[src/rtl/instruction_fetch_unit_if.sv]
// ============================================================================
// Module   : instruction_fetch_unit_if
// Purpose  : Control, instruction-memory and IF/ID signals of the fetch stage.
// Revision : 1.0 - initial release
// ============================================================================
`default_nettype none

interface instruction_fetch_unit_if;
   logic        stall;
   logic        flush;
   logic        branch_taken;
   logic [31:0] branch_target;
   logic        jump;
   logic [25:0] jump_index;
   logic        jump_reg;
   logic [31:0] jr_target;
   logic [31:0] imem_addr;
   logic [31:0] imem_instr;
   logic [31:0] ifid_instr;
   logic [31:0] ifid_pc4;
   logic        ifid_valid;
   logic        irq;
   logic [31:0] epc;

   modport slave (
      input  stall, flush, branch_taken, branch_target, jump, jump_index,
             jump_reg, jr_target, imem_instr, irq,
      output imem_addr, ifid_instr, ifid_pc4, ifid_valid, epc
   );

   modport master (
      output stall, flush, branch_taken, branch_target, jump, jump_index,
             jump_reg, jr_target, imem_instr, irq,
      input  imem_addr, ifid_instr, ifid_pc4, ifid_valid, epc
   );
endinterface

`default_nettype wire

[src/rtl/instruction_fetch_unit.sv]
// ============================================================================
// Module   : instruction_fetch_unit
// Purpose  : MIPS fetch stage - PC, next-PC select, IF/ID register.
//            Define IRQ_EN to enable interrupt entry (epc / IRQ_VECTOR).
// Revision : 1.0 - initial release
// ============================================================================
`default_nettype none

module instruction_fetch_unit #(
   parameter logic [31:0] RESET_PC   = 32'h0000_0000,
   parameter logic [31:0] IRQ_VECTOR = 32'h8000_0004
) (
   input  wire logic                 clk,
   input  wire logic                 reset,
   instruction_fetch_unit_if.slave   bus
);

   logic [31:0] r_pc;
   logic [31:0] r_ifid_instr;
   logic [31:0] r_ifid_pc4;
   logic        r_ifid_valid;

   logic [31:0] w_pc4;
   logic [31:0] w_jump_target;
   logic        w_redirect;
   logic        w_irq_take;
   logic [31:0] w_pc_next;
   logic        w_ifid_hold;
   logic        w_ifid_bubble;
   logic        w_unused;

   assign w_pc4         = r_pc + 32'd4;
   assign w_jump_target = {bus.ifid_pc4[31:28], bus.jump_index, 2'b00};
   assign w_redirect    = bus.branch_taken | bus.jump_reg | bus.jump;

`ifdef IRQ_EN
   logic [31:0] r_epc;

   // Interrupts are only taken from user space on an otherwise quiet cycle.
   assign w_irq_take = bus.irq & ~r_pc[31] & ~bus.stall & ~w_redirect;

   always_ff @(posedge clk or posedge reset) begin
      if (reset) begin
         r_epc <= 32'h0;
      end else if (w_irq_take) begin
         r_epc <= r_pc;
      end
   end

   assign bus.epc = r_epc;
   assign w_unused = ^{bus.branch_target[1:0], bus.jr_target[1:0],
                       bus.ifid_pc4[27:0], IRQ_VECTOR[1:0]};
`else
   assign w_irq_take = 1'b0;
   assign bus.epc    = 32'h0;
   assign w_unused   = ^{bus.branch_target[1:0], bus.jr_target[1:0],
                         bus.ifid_pc4[27:0], bus.irq, IRQ_VECTOR};
`endif

   // Priority: irq > branch > jump_reg > jump > stall > pc+4.
   always_comb begin
      w_pc_next     = w_pc4;
      w_ifid_hold   = 1'b0;
      w_ifid_bubble = bus.flush;
      if (w_irq_take) begin
         w_pc_next     = {IRQ_VECTOR[31:2], 2'b00};
         w_ifid_bubble = 1'b1;
      end else if (bus.branch_taken) begin
         w_pc_next     = {bus.branch_target[31:2], 2'b00};
         w_ifid_bubble = 1'b1;
      end else if (bus.jump_reg) begin
         w_pc_next     = {bus.jr_target[31:2], 2'b00};
         w_ifid_bubble = 1'b1;
      end else if (bus.jump) begin
         w_pc_next     = w_jump_target;
         w_ifid_bubble = 1'b1;
      end else if (bus.stall) begin
         w_pc_next     = r_pc;
         w_ifid_hold   = ~bus.flush;
      end
   end

   always_ff @(posedge clk or posedge reset) begin
      if (reset) begin
         r_pc <= RESET_PC;
      end else begin
         r_pc <= w_pc_next;
      end
   end

   always_ff @(posedge clk or posedge reset) begin
      if (reset) begin
         r_ifid_instr <= 32'h0;
         r_ifid_pc4   <= 32'h0;
         r_ifid_valid <= 1'b0;
      end else if (w_ifid_bubble) begin
         r_ifid_instr <= 32'h0;
         r_ifid_pc4   <= 32'h0;
         r_ifid_valid <= 1'b0;
      end else if (!w_ifid_hold) begin
         r_ifid_instr <= bus.imem_instr;
         r_ifid_pc4   <= w_pc4;
         r_ifid_valid <= 1'b1;
      end
   end

   assign bus.imem_addr  = r_pc;
   assign bus.ifid_instr = r_ifid_instr;
   assign bus.ifid_pc4   = r_ifid_pc4;
   assign bus.ifid_valid = r_ifid_valid;

endmodule

`default_nettype wire
[src/flat_wrapper.sv]
// flat-port wrapper written by rule: the top's interface ports become plain ports
module instruction_fetch_unit_flat 
#(
   parameter logic [31:0] RESET_PC   = 32'h0000_0000,
   parameter logic [31:0] IRQ_VECTOR = 32'h8000_0004
)
  (clk, reset, bus_stall, bus_flush, bus_branch_taken, bus_branch_target, bus_jump, bus_jump_index, bus_jump_reg, bus_jr_target, bus_imem_instr, bus_irq, bus_imem_addr, bus_ifid_instr, bus_ifid_pc4, bus_ifid_valid, bus_epc);
  instruction_fetch_unit_if bus_i ();
  input  wire logic clk;
  input  wire logic reset;
  input wire logic [$bits(bus_i.stall)-1:0] bus_stall;
  input wire logic [$bits(bus_i.flush)-1:0] bus_flush;
  input wire logic [$bits(bus_i.branch_taken)-1:0] bus_branch_taken;
  input wire logic [$bits(bus_i.branch_target)-1:0] bus_branch_target;
  input wire logic [$bits(bus_i.jump)-1:0] bus_jump;
  input wire logic [$bits(bus_i.jump_index)-1:0] bus_jump_index;
  input wire logic [$bits(bus_i.jump_reg)-1:0] bus_jump_reg;
  input wire logic [$bits(bus_i.jr_target)-1:0] bus_jr_target;
  input wire logic [$bits(bus_i.imem_instr)-1:0] bus_imem_instr;
  input wire logic [$bits(bus_i.irq)-1:0] bus_irq;
  output wire logic [$bits(bus_i.imem_addr)-1:0] bus_imem_addr;
  output wire logic [$bits(bus_i.ifid_instr)-1:0] bus_ifid_instr;
  output wire logic [$bits(bus_i.ifid_pc4)-1:0] bus_ifid_pc4;
  output wire logic [$bits(bus_i.ifid_valid)-1:0] bus_ifid_valid;
  output wire logic [$bits(bus_i.epc)-1:0] bus_epc;
  assign bus_i.stall = bus_stall;
  assign bus_i.flush = bus_flush;
  assign bus_i.branch_taken = bus_branch_taken;
  assign bus_i.branch_target = bus_branch_target;
  assign bus_i.jump = bus_jump;
  assign bus_i.jump_index = bus_jump_index;
  assign bus_i.jump_reg = bus_jump_reg;
  assign bus_i.jr_target = bus_jr_target;
  assign bus_i.imem_instr = bus_imem_instr;
  assign bus_i.irq = bus_irq;
  assign bus_imem_addr = bus_i.imem_addr;
  assign bus_ifid_instr = bus_i.ifid_instr;
  assign bus_ifid_pc4 = bus_i.ifid_pc4;
  assign bus_ifid_valid = bus_i.ifid_valid;
  assign bus_epc = bus_i.epc;
  instruction_fetch_unit #(.RESET_PC(RESET_PC), .IRQ_VECTOR(IRQ_VECTOR)) u_core (.clk(clk), .reset(reset), .bus(bus_i));
endmodule
[config.mk]
export PLATFORM = sky130hd
export DESIGN_NAME = instruction_fetch_unit_flat
export DESIGN_NICKNAME = d
export VERILOG_FILES = /design/src/rtl/instruction_fetch_unit_if.sv /design/src/rtl/instruction_fetch_unit.sv /design/src/flat_wrapper.sv
export SDC_FILE = /design/constraint.sdc
export NUM_CORES = 1
export LEC_CHECK = 0
export BUFFER_PORTS_ARGS = -buffer_cell sky130_fd_sc_hd__buf_2
export CAP_MARGIN = 20
export CORE_ASPECT_RATIO = 1.25
export CORE_MARGIN = 4
export CORE_UTILIZATION = 52
export CTS_CLUSTER_DIAMETER = 60
export DETAILED_ROUTE_END_ITERATION = 16
export PLACE_DENSITY = 0.87
export SLEW_MARGIN = 10
export SYNTH_ARGS = -nofsm -noshare
export SYNTH_HDL_FRONTEND = slang
export SYNTH_SLANG_ARGS = --single-unit
export TNS_END_PERCENT = 20
[constraint.sdc]
create_clock -name clk -period 6.7 [get_ports clk]
set_input_delay 0.67 -clock clk [delete_from_list [all_inputs] [get_ports clk]]
set_output_delay 0.67 -clock clk [all_outputs]
set_load 0.02 [all_outputs]
Word-level counts from Yosys, hierarchy flattened
Cells that the tools add are included.

Register bits: 97. Bits in latches: 0. Bits in writable memories: 0. ROM bits: 0. Bits of input ports: 130. Output and inout port bits: 129. Logic and storage cells: 25. Memories: 0.

Add/sub/neg operators: 1. $mul: 0. Div/mod/pow operators: 0. Order comparisons: 0. Eq/ne operators: 2. Shift operators: 0. Multiplexer cells: 17. Bitwise gates (word level): 1. Reductions and logical operators: 0.

Operators by type and width (count): 2-to-1 mux 32 bit (8); adder 32 x 3 -> 32 bit (second input constant) (1); 2-to-1 mux 1 bit (9); inequality test 4 x 1 -> 1 bit (second input constant) (1); inequality test 2 bit (second input constant) (1); inverter 1 bit (1).

Longest topological paths before layout
Gate-level depths: netlist of run 1.

Word-level depth: 7. Mapped depth: 7. Mapped depth without buffers: 6.

Worst setup path after synthesis of run 1
No wires, ideal clock.

Kind: register to register. Start: reg u_core.r_pc[2], in the netlist u_core.bus.imem_addr[2]. End: reg u_core.r_pc[28], in the netlist u_core.bus.imem_addr[28]. Setup time: 86 ps. Data arrival time: 2035 ps. Required time: 6614 ps. Path slack: 4579 ps. Stages on the path, launching flop included: 8. Path buffers: 1. Clock period less this slack: 2121 ps. Cell sequence: dfrtp_1 > ha_1 > and3_1 > buf_2 > nand3_2 > nor4_1 > mux2_1 > nor3_1.

Word-level cells in the longest chain between the ends: 5.

RTL lines: start: declaration (line instruction_fetch_unit.sv:18) `logic [31:0] r_pc;`; start signal: assignment (line instruction_fetch_unit.sv:87) `r_pc <= w_pc_next;`; adder 32 x 3 -> 32 bit (line instruction_fetch_unit.sv:32) `assign w_pc4 = r_pc + 32'd4;`; 2-to-1 mux 32 bit (line instruction_fetch_unit.sv:77) `end else if (bus.stall) begin`; 2-to-1 mux 32 bit (line instruction_fetch_unit.sv:74) `end else if (bus.jump) begin`; 2-to-1 mux 32 bit (line instruction_fetch_unit.sv:71) `end else if (bus.jump_reg) begin`; 2-to-1 mux 32 bit (line instruction_fetch_unit.sv:68) `end else if (bus.branch_taken) begin`.

Every way passes these cells. The select of a mux whose other input is x is not followed. A chain may end at the register's enable or synchronous reset.

Worst setup path after layout of run 1
Start: in bus_stall. End: reg u_core.r_pc[19], in the netlist u_core.bus.imem_addr[19].

Word-level cells in the longest chain between the ends: 1.

RTL lines: start: declaration (line flat_wrapper.sv:11) `input wire logic [$bits(bus_i.stall)-1:0] bus_stall;`; inequality test 4 x 1 -> 1 bit (no source line).

Every way passes these cells.

==> results of run 1 <==
==> per-layer routing <==
layer | GRT usage | wire (µm)
met4 | 0.112 | 600
met3 | 0.0813 | 2090
met1 | 0.336 | 7040
met5 | 0 | 0
met2 | 0.466 | 8940
==> worst max-delay path by stage <==
stage	endpoint	cells past startpoint
after floorplan	u_core.bus.ifid_instr[0]	1
after global placement	u_core.bus.imem_addr[19]	7
after detailed placement	u_core.bus.imem_addr[19]	7
after CTS	u_core.bus.imem_addr[19]	7
after global routing	u_core.bus.imem_addr[21]	7
final	u_core.bus.imem_addr[19]	7
==> state kept, by name (all words and copies together), names as in the netlist <==
signal                 cells
u_core.bus.ifid_valid      1
u_core.bus.ifid_pc4       30
u_core.bus.imem_addr      30
u_core.bus.ifid_instr     32
==> power by group through the flow <==
stage	logic (W)	registers, W	clock network [W]
floorplan	0.000198	0.000655	0
global placement	0.000291	0.000644	0
detailed placement	0.000296	0.000646	0
CTS	0.000297	0.000636	0.000526
global route	0.000326	0.000641	0.000553
finish	0.000300	0.000637	0.000518
==> critical path: stages <==
cell and delay, ns:
buf_2 0.08, buf_4 0.60, nor2b_1 0.53, nand2_1 0.78
nand3_1 0.33, o22ai_1 0.09, a311oi_1 0.28
==> kinds of logic after synthesis <==
logic type,count (synthesis),share of synthesized area
AOI/OAI and AO/OA,161,0.171
buffers and inverters,99,0.0961
and+or+nand+nor,237,0.223
adders and majority gates,1,0.00216
DFF,93,0.403
xor gates and xnor gates,24,0.0364
other,1,0.000649
muxes,39,0.0680
==> cell type report <==
| type | count | area (µm²) |
|---|---|---|
| Inverter | 13 | 51.3 |
| Multi-Input combinational cell | 498 | 3030 |
| Sequential cell | 93 | 2330 |
| Clock buffer | 10 | 229 |
| Fill cell | 946 | 3680 |
| Tap cell | 132 | 165 |
| Clock inverter | 6 | 70.1 |
| Timing Repair Buffer | 225 | 1170 |
==> synth_stat cells, drive strengths merged, types with 2 or more instances <==
cell     number  share of area
mux2i        37          0.064
a221o         2         0.0035
nor2b         7         0.0076
xor2          6         0.0091
inv          13         0.0084
or2           2         0.0022
a311oi        4         0.0061
or3           2         0.0030
o31a          2         0.0030
buf          57          0.069
nand3b        3         0.0039
a221oi       10          0.015
a2111oi       2         0.0030
nand2        51          0.036
nor3         21          0.023
dfrtp        93           0.40
mux2          2         0.0039
a211o         2         0.0030
nor2         79          0.052
nand3        20          0.023
and3          6         0.0067
a211oi        4         0.0052
nor4         13          0.023
clkbuf       29          0.019
o22ai        19          0.021
o21ai        44          0.038
nand4        12          0.016
or4           2         0.0026
and4          8          0.012
o21a          2         0.0026
a31oi         2         0.0022
nor3b         3         0.0039
nand2b        7         0.0076
a21oi        54          0.047
xnor2        18          0.027
==> metrics by stage <==
stage          total power [W]  worst slack [ns]  utilization
5_1_grt                0.00152              3.42        0.656
3_5_place_dp          0.000942              3.27        0.625
2_1_floorplan         0.000853              3.61            -
6_report               0.00146              3.45        0.656
4_1_cts                0.00146              3.58        0.653
3_3_place_gp          0.000936              3.32        0.625
==> results.yml, run 1 <==
synthesis:
  synth.distinct_cells: 68
  syn_inst: 655
  synth_edf_count: 0
  yosysSeqAreaShare: 0.403
  syn_avg_cell_area_um2: 8.82
  synth_ff_type: "dfrtp_1"
  yosysWarnings: 0
  synth_seq_cells: 93
  async_flop_share: 1.00
  syn-cell-area_mm2: 0.00578
setup_path:
  r2r_setup_slack_ns: 4.23
  startpoint: "bus_stall"
  end_kind: "flip-flop"
  criticalPathCategory: "input port to flip-flop"
  cp_data_arrival_time_ns: 3.49
  r2r-start: "u_core.bus.imem_addr[2]"
  r2r_cells: 6
  rr_endpoint: "u_core.bus.imem_addr[28]"
  crit_required_ns: 6.94
  cp_max_fo: 59
  crit_path_start_kind: "input port"
power:
  ir_drop_mv: 0.148
  switching_share: 0.320
  leakage_nw: 3.48
  power_frac_seq: 0.438
  powerDensity_mw_per_mm2: 207
  pwr-share-clk: 0.356
  p_int_w: 0.000990
  combPwrFrac: 0.206
  p_sw_w: 0.000465
sta:
  setup_tns_ns: 0
  fmax_ghz: 0.308
  fin_skew_ns: 0.00777
  maxSlewViolCount: 0
  slew_headroom: 0.280
  rsz0062_at_grt: "false"
  whs_ns: 0.400
  period_share: 0.485
  period_needed_ns: 3.25
  setup_viol_count_final: 0
  tightest_slew_ns: 1.08
  hold_viol_final: 0
clock_tree:
  postCtsSetupBuffers: 0
  cts_tree: "done"
  clkTransAtPathRegs_ns: 0.07
  clk_latency_ns: 0.34
  cts_resized: 0
  cts_max_level: 3
  numCtsBuffers: 9
  hold_buffers: 0
  cts.sinks: 93
  clock-root-buffer: "clkbuf_16"
  clockBufferDepth: 2
drt:
  antenna_left: 0
  postRouteWirelength_mm: 18.7
  dr.first_iter.drc_count: 316
  vias: 5736
  routed_via_density: 5.87
  wl_per_cell_um: 19.1
  drc: 0
  dr.pass1.iters: 5
finish:
  fin_nets: 971
  layout_commonest_cell: "buf_2"
  layout_common_cells: "217 x buf_2, 93 x dfrtp_1, 78 x nor2_1"
  layoutNonFillerInstCount: 977
  final_layout_size_suffix_gt1_frac: 0.311
  area_growth_pct: 21.8
  fin_area_mm2: 0.00704
  antenna_cells: 0
die:
  pin_count: 259
  die_h_um: 126
  die-width_um: 102
  rows: 42
  initial_core_util: 0.539
  core_mm2: 0.0107
  die-area_mm2: 0.0129
placement:
  dp_hpwl_mm: 13.4
  placed_area_mm2: 0.00670
  globalplace.congestion: 0.862
  place_inst: 959
  port_buffers: 217
worst_hold_path:
  hp-class: "input port to asynchronous set/reset pin"
global_route:
  grt_overflow: 0
  grt_pass1_vias: 5620
  grt_usage: 0.280
  grt_max_degree: 60
  grt_pass1_wl_mm: 28.1
  antenna_found_initial: 0
run:
  maxCapViolCount: 0
outcome:
  status: "finished, final reports clean"
No activity file was read; power rests on OpenSTA's default activity.
==> inputs of run 2 (changes only) <==
--- a/config.mk
+++ b/config.mk
@@ -5,14 +5,15 @@
 export SDC_FILE = /design/constraint.sdc
 export NUM_CORES = 1
 export LEC_CHECK = 0
+export ABC_AREA = 1
 export BUFFER_PORTS_ARGS = -buffer_cell sky130_fd_sc_hd__buf_2
 export CAP_MARGIN = 20
 export CORE_ASPECT_RATIO = 1.25
 export CORE_MARGIN = 4
-export CORE_UTILIZATION = 52
+export CORE_UTILIZATION = 43
 export CTS_CLUSTER_DIAMETER = 60
 export DETAILED_ROUTE_END_ITERATION = 16
-export PLACE_DENSITY = 0.87
+export PLACE_DENSITY = 0.78
 export SLEW_MARGIN = 10
 export SYNTH_ARGS = -nofsm -noshare
 export SYNTH_HDL_FRONTEND = slang
==> constraint.sdc (replaced) <==
create_clock -name clk -period 2.6 [get_ports clk]
set_input_delay 0.26 -clock clk [delete_from_list [all_inputs] [get_ports clk]]
set_output_delay 0.26 -clock clk [all_outputs]
set_load 0.02 [all_outputs]
==> run 2 against run 1 <==
Compared with the run above: clock skew is essentially flat; routed wire length shrank 6.4%; first-iteration DRC count shrank 6.6%; clock power grew to 2.6 times the previous value; setup slack lost 2.8 ns; power grew to 2.5 times the previous value; sequential power grew to 2.5 times the previous value; register-to-register slack lost 3.6 ns; count of clock-buffer cells in the layout shrank 1; combinational power grew 140%; final area shrank 2.4%; final cell count grew 14%; critical endpoint is now u_core.bus.imem_addr[26]; largest cell class unchanged; largest power group unchanged.
==> results.yml, run 2 <==
die:
  core_mm2: 0.0123
  die-width_um: 109
  pin_count: 259
  initial_core_util: 0.444
  rows: 45
  die_h_um: 134
  die-area_mm2: 0.0145
global_route:
  antenna_found_initial: 0
  grt_pass1_wl_mm: 26.6
  grt_pass1_vias: 5266
  grt_overflow: 0
  grt_usage: 0.234
  grt_max_degree: 50
synthesis:
  yosysWarnings: 0
  synth_top_area_frac: 0.427
  syn_inst: 739
  synth_area_leaders: "dfrtp_1 43%, nand2_1 14%, nor2_1 8.9%"
  yosysTopAreaCell: "dfrtp_1"
  synth.distinct_cells: 31
  async_flop_share: 1.00
  synth_ff_type: "dfrtp_1"
  yosysSeqAreaShare: 0.427
  synth_edf_count: 0
  synth_common_cells: "204 x nand2_1, 129 x nor2_1, 93 x dfrtp_1"
  syn_avg_cell_area_um2: 7.37
  synth_seq_cells: 93
  syn-cell-area_mm2: 0.00545
  yosysMostFrequentCell: "nand2_1"
clock_tree:
  cts.sinks: 93
  cts_max_level: 3
  clk_latency_ns: 0.34
  clockBufferDepth: 2
  numCtsBuffers: 9
  cts_resized: 0
  clkTransAtPathRegs_ns: 0.07
  hold_buffers: 0
  postCtsSetupBuffers: 0
  cts_tree: "done"
  clock-root-buffer: "clkbuf_16"
finish:
  area_growth_pct: 26.1
  antenna_cells: 0
  largest_reg_flops: 32
  seqCellArea_mm2: 0.00233
  final_layout_size_suffix_gt1_frac: 0.276
  layout_common_cells: "217 x buf_2, 204 x nand2_1, 129 x nor2_1"
  final_core_util: 0.559
  fin_area_mm2: 0.00687
  layout_commonest_cell: "buf_2"
  multi_input_area_mm2: 0.00268
  fin_nets: 1073
  fill_cells: 1235
sta:
  period_share: 0.763
  period_needed_ns: 1.98
  rsz0062_at_grt: "false"
  hold_viol_final: 0
  maxSlewViolCount: 0
  slew_headroom: 0.507
  whs_ns: 0.0000540
  setup_viol_count_final: 0
  setup_tns_ns: 0
  fin_skew_ns: 0.00794
  fmax_ghz: 0.504
  tightest_slew_ns: 0.740
power:
  leakage_nw: 3.80
  powerDensity_mw_per_mm2: 535
  power_w: 0.00367
  ir_drop_mv: 0.274
drt:
  postRouteWirelength_mm: 17.5
  wl_per_cell_um: 15.7
  dr.first_iter.drc_count: 295
  dr.pass1.iters: 5
  antenna_left: 0
  drc: 0
  vias: 5661
  routed_via_density: 5.10
placement:
  globalplace.congestion: 0.903
  port_buffers: 217
  dp_hpwl_mm: 13.2
  placed_area_mm2: 0.00656
setup_path:
  cp_data_arrival_time_ns: 2.22
  r2r_setup_slack_ns: 0.62
  crit_required_ns: 2.83
  path_common_cell: "nand2_1"
  criticalPathCategory: "flip-flop to flip-flop"
  end_kind: "flip-flop"
  crit_path_cell_trace: "ha_1, nand2_1, nor2_1, nand2_2, nor2_1, nand2_1, nand2_1, nand3_1, nand2_1, nand2_1, nand2_1, nand2_1"
  path_buf_inv: 0
  cp_max_fo: 8
  crit_path_start_kind: "flip-flop"
  path_delay_family: "simple AND/OR/NAND/NOR gates"
  slowest_delay_ns: 0.44
  slowest_stage: "dfrtp_1"
run:
  maxCapViolCount: 0
worst_hold_path:
  hp-class: "input port to asynchronous set/reset pin"
outcome:
  status: "finished, final reports clean"
run 2: logic make-up (layout without fill, tap and decap cells):
kind of cell / Yosys count / after routing / synth area share
compound gates: 146 / 146 / 0.175
simple gates: 376 / 376 / 0.276
xor+xnor: 7 / 7 / 0.0113
buf+inv: 115 / 288 / 0.108
flops: 93 / 93 / 0.427
fa+ha+maj: 1 / 1 / 0.00230
other cells: 1 / 36 / 0.000689
run 2: cell type report:
cell class / instances / share of cell area
timing repair buffer: 228 / 0.172
clock buffer: 9 / 0.0328
multi-input combinational: 566 / 0.390
tap: 164 / 0.0299
sequential: 93 / 0.339
clock inverter: 7 / 0.0120
inverter: 44 / 0.0246
run 2: per-stage QoR:
stage | instances | setup slack, ns
2_1_floorplan | 774 | 0.885
3_3_place_gp | 1095 | 0.688
3_5_place_dp | 1095 | 0.638
4_1_cts | 1111 | 0.630
5_1_grt | 1111 | 0.404
6_report | 1111 | 0.616
run 2: path summary, 6_finish.rpt:
| kind | from | endpoint | cells past startpoint |
|---|---|---|---|
| min in group clk | bus_imem_instr[29] | u_core.bus.ifid_instr[29] | 2 |
| max in group asynchronous | reset | u_core.bus.imem_addr[15] | 3 |
| max reg2reg | u_core.bus.imem_addr[2] | u_core.bus.imem_addr[26] | 12 |
| min reg2reg | u_core.bus.ifid_pc4[24] | u_core.bus.ifid_pc4[24] | 1 |
| min | reset | u_core.bus.ifid_instr[6] | 2 |
| max | u_core.bus.imem_addr[2] | u_core.bus.imem_addr[26] | 12 |
run 2: per-layer routing:
layer,up-vias,global-route usage,wire length (µm)
met5,-,0,0
met1,2645,0.283,6990
met2,241,0.415,8770
met4,0,0.0835,363
met3,30,0.0366,1350
li1,2745,-,-
run 2: where the power goes:
part	switching [W]	leakage, nW	internal [W]
clock	0.000596	0.145	0.000761
sequential	0.0000951	1.22	0.00151
combinational	0.000469	2.43	0.000244
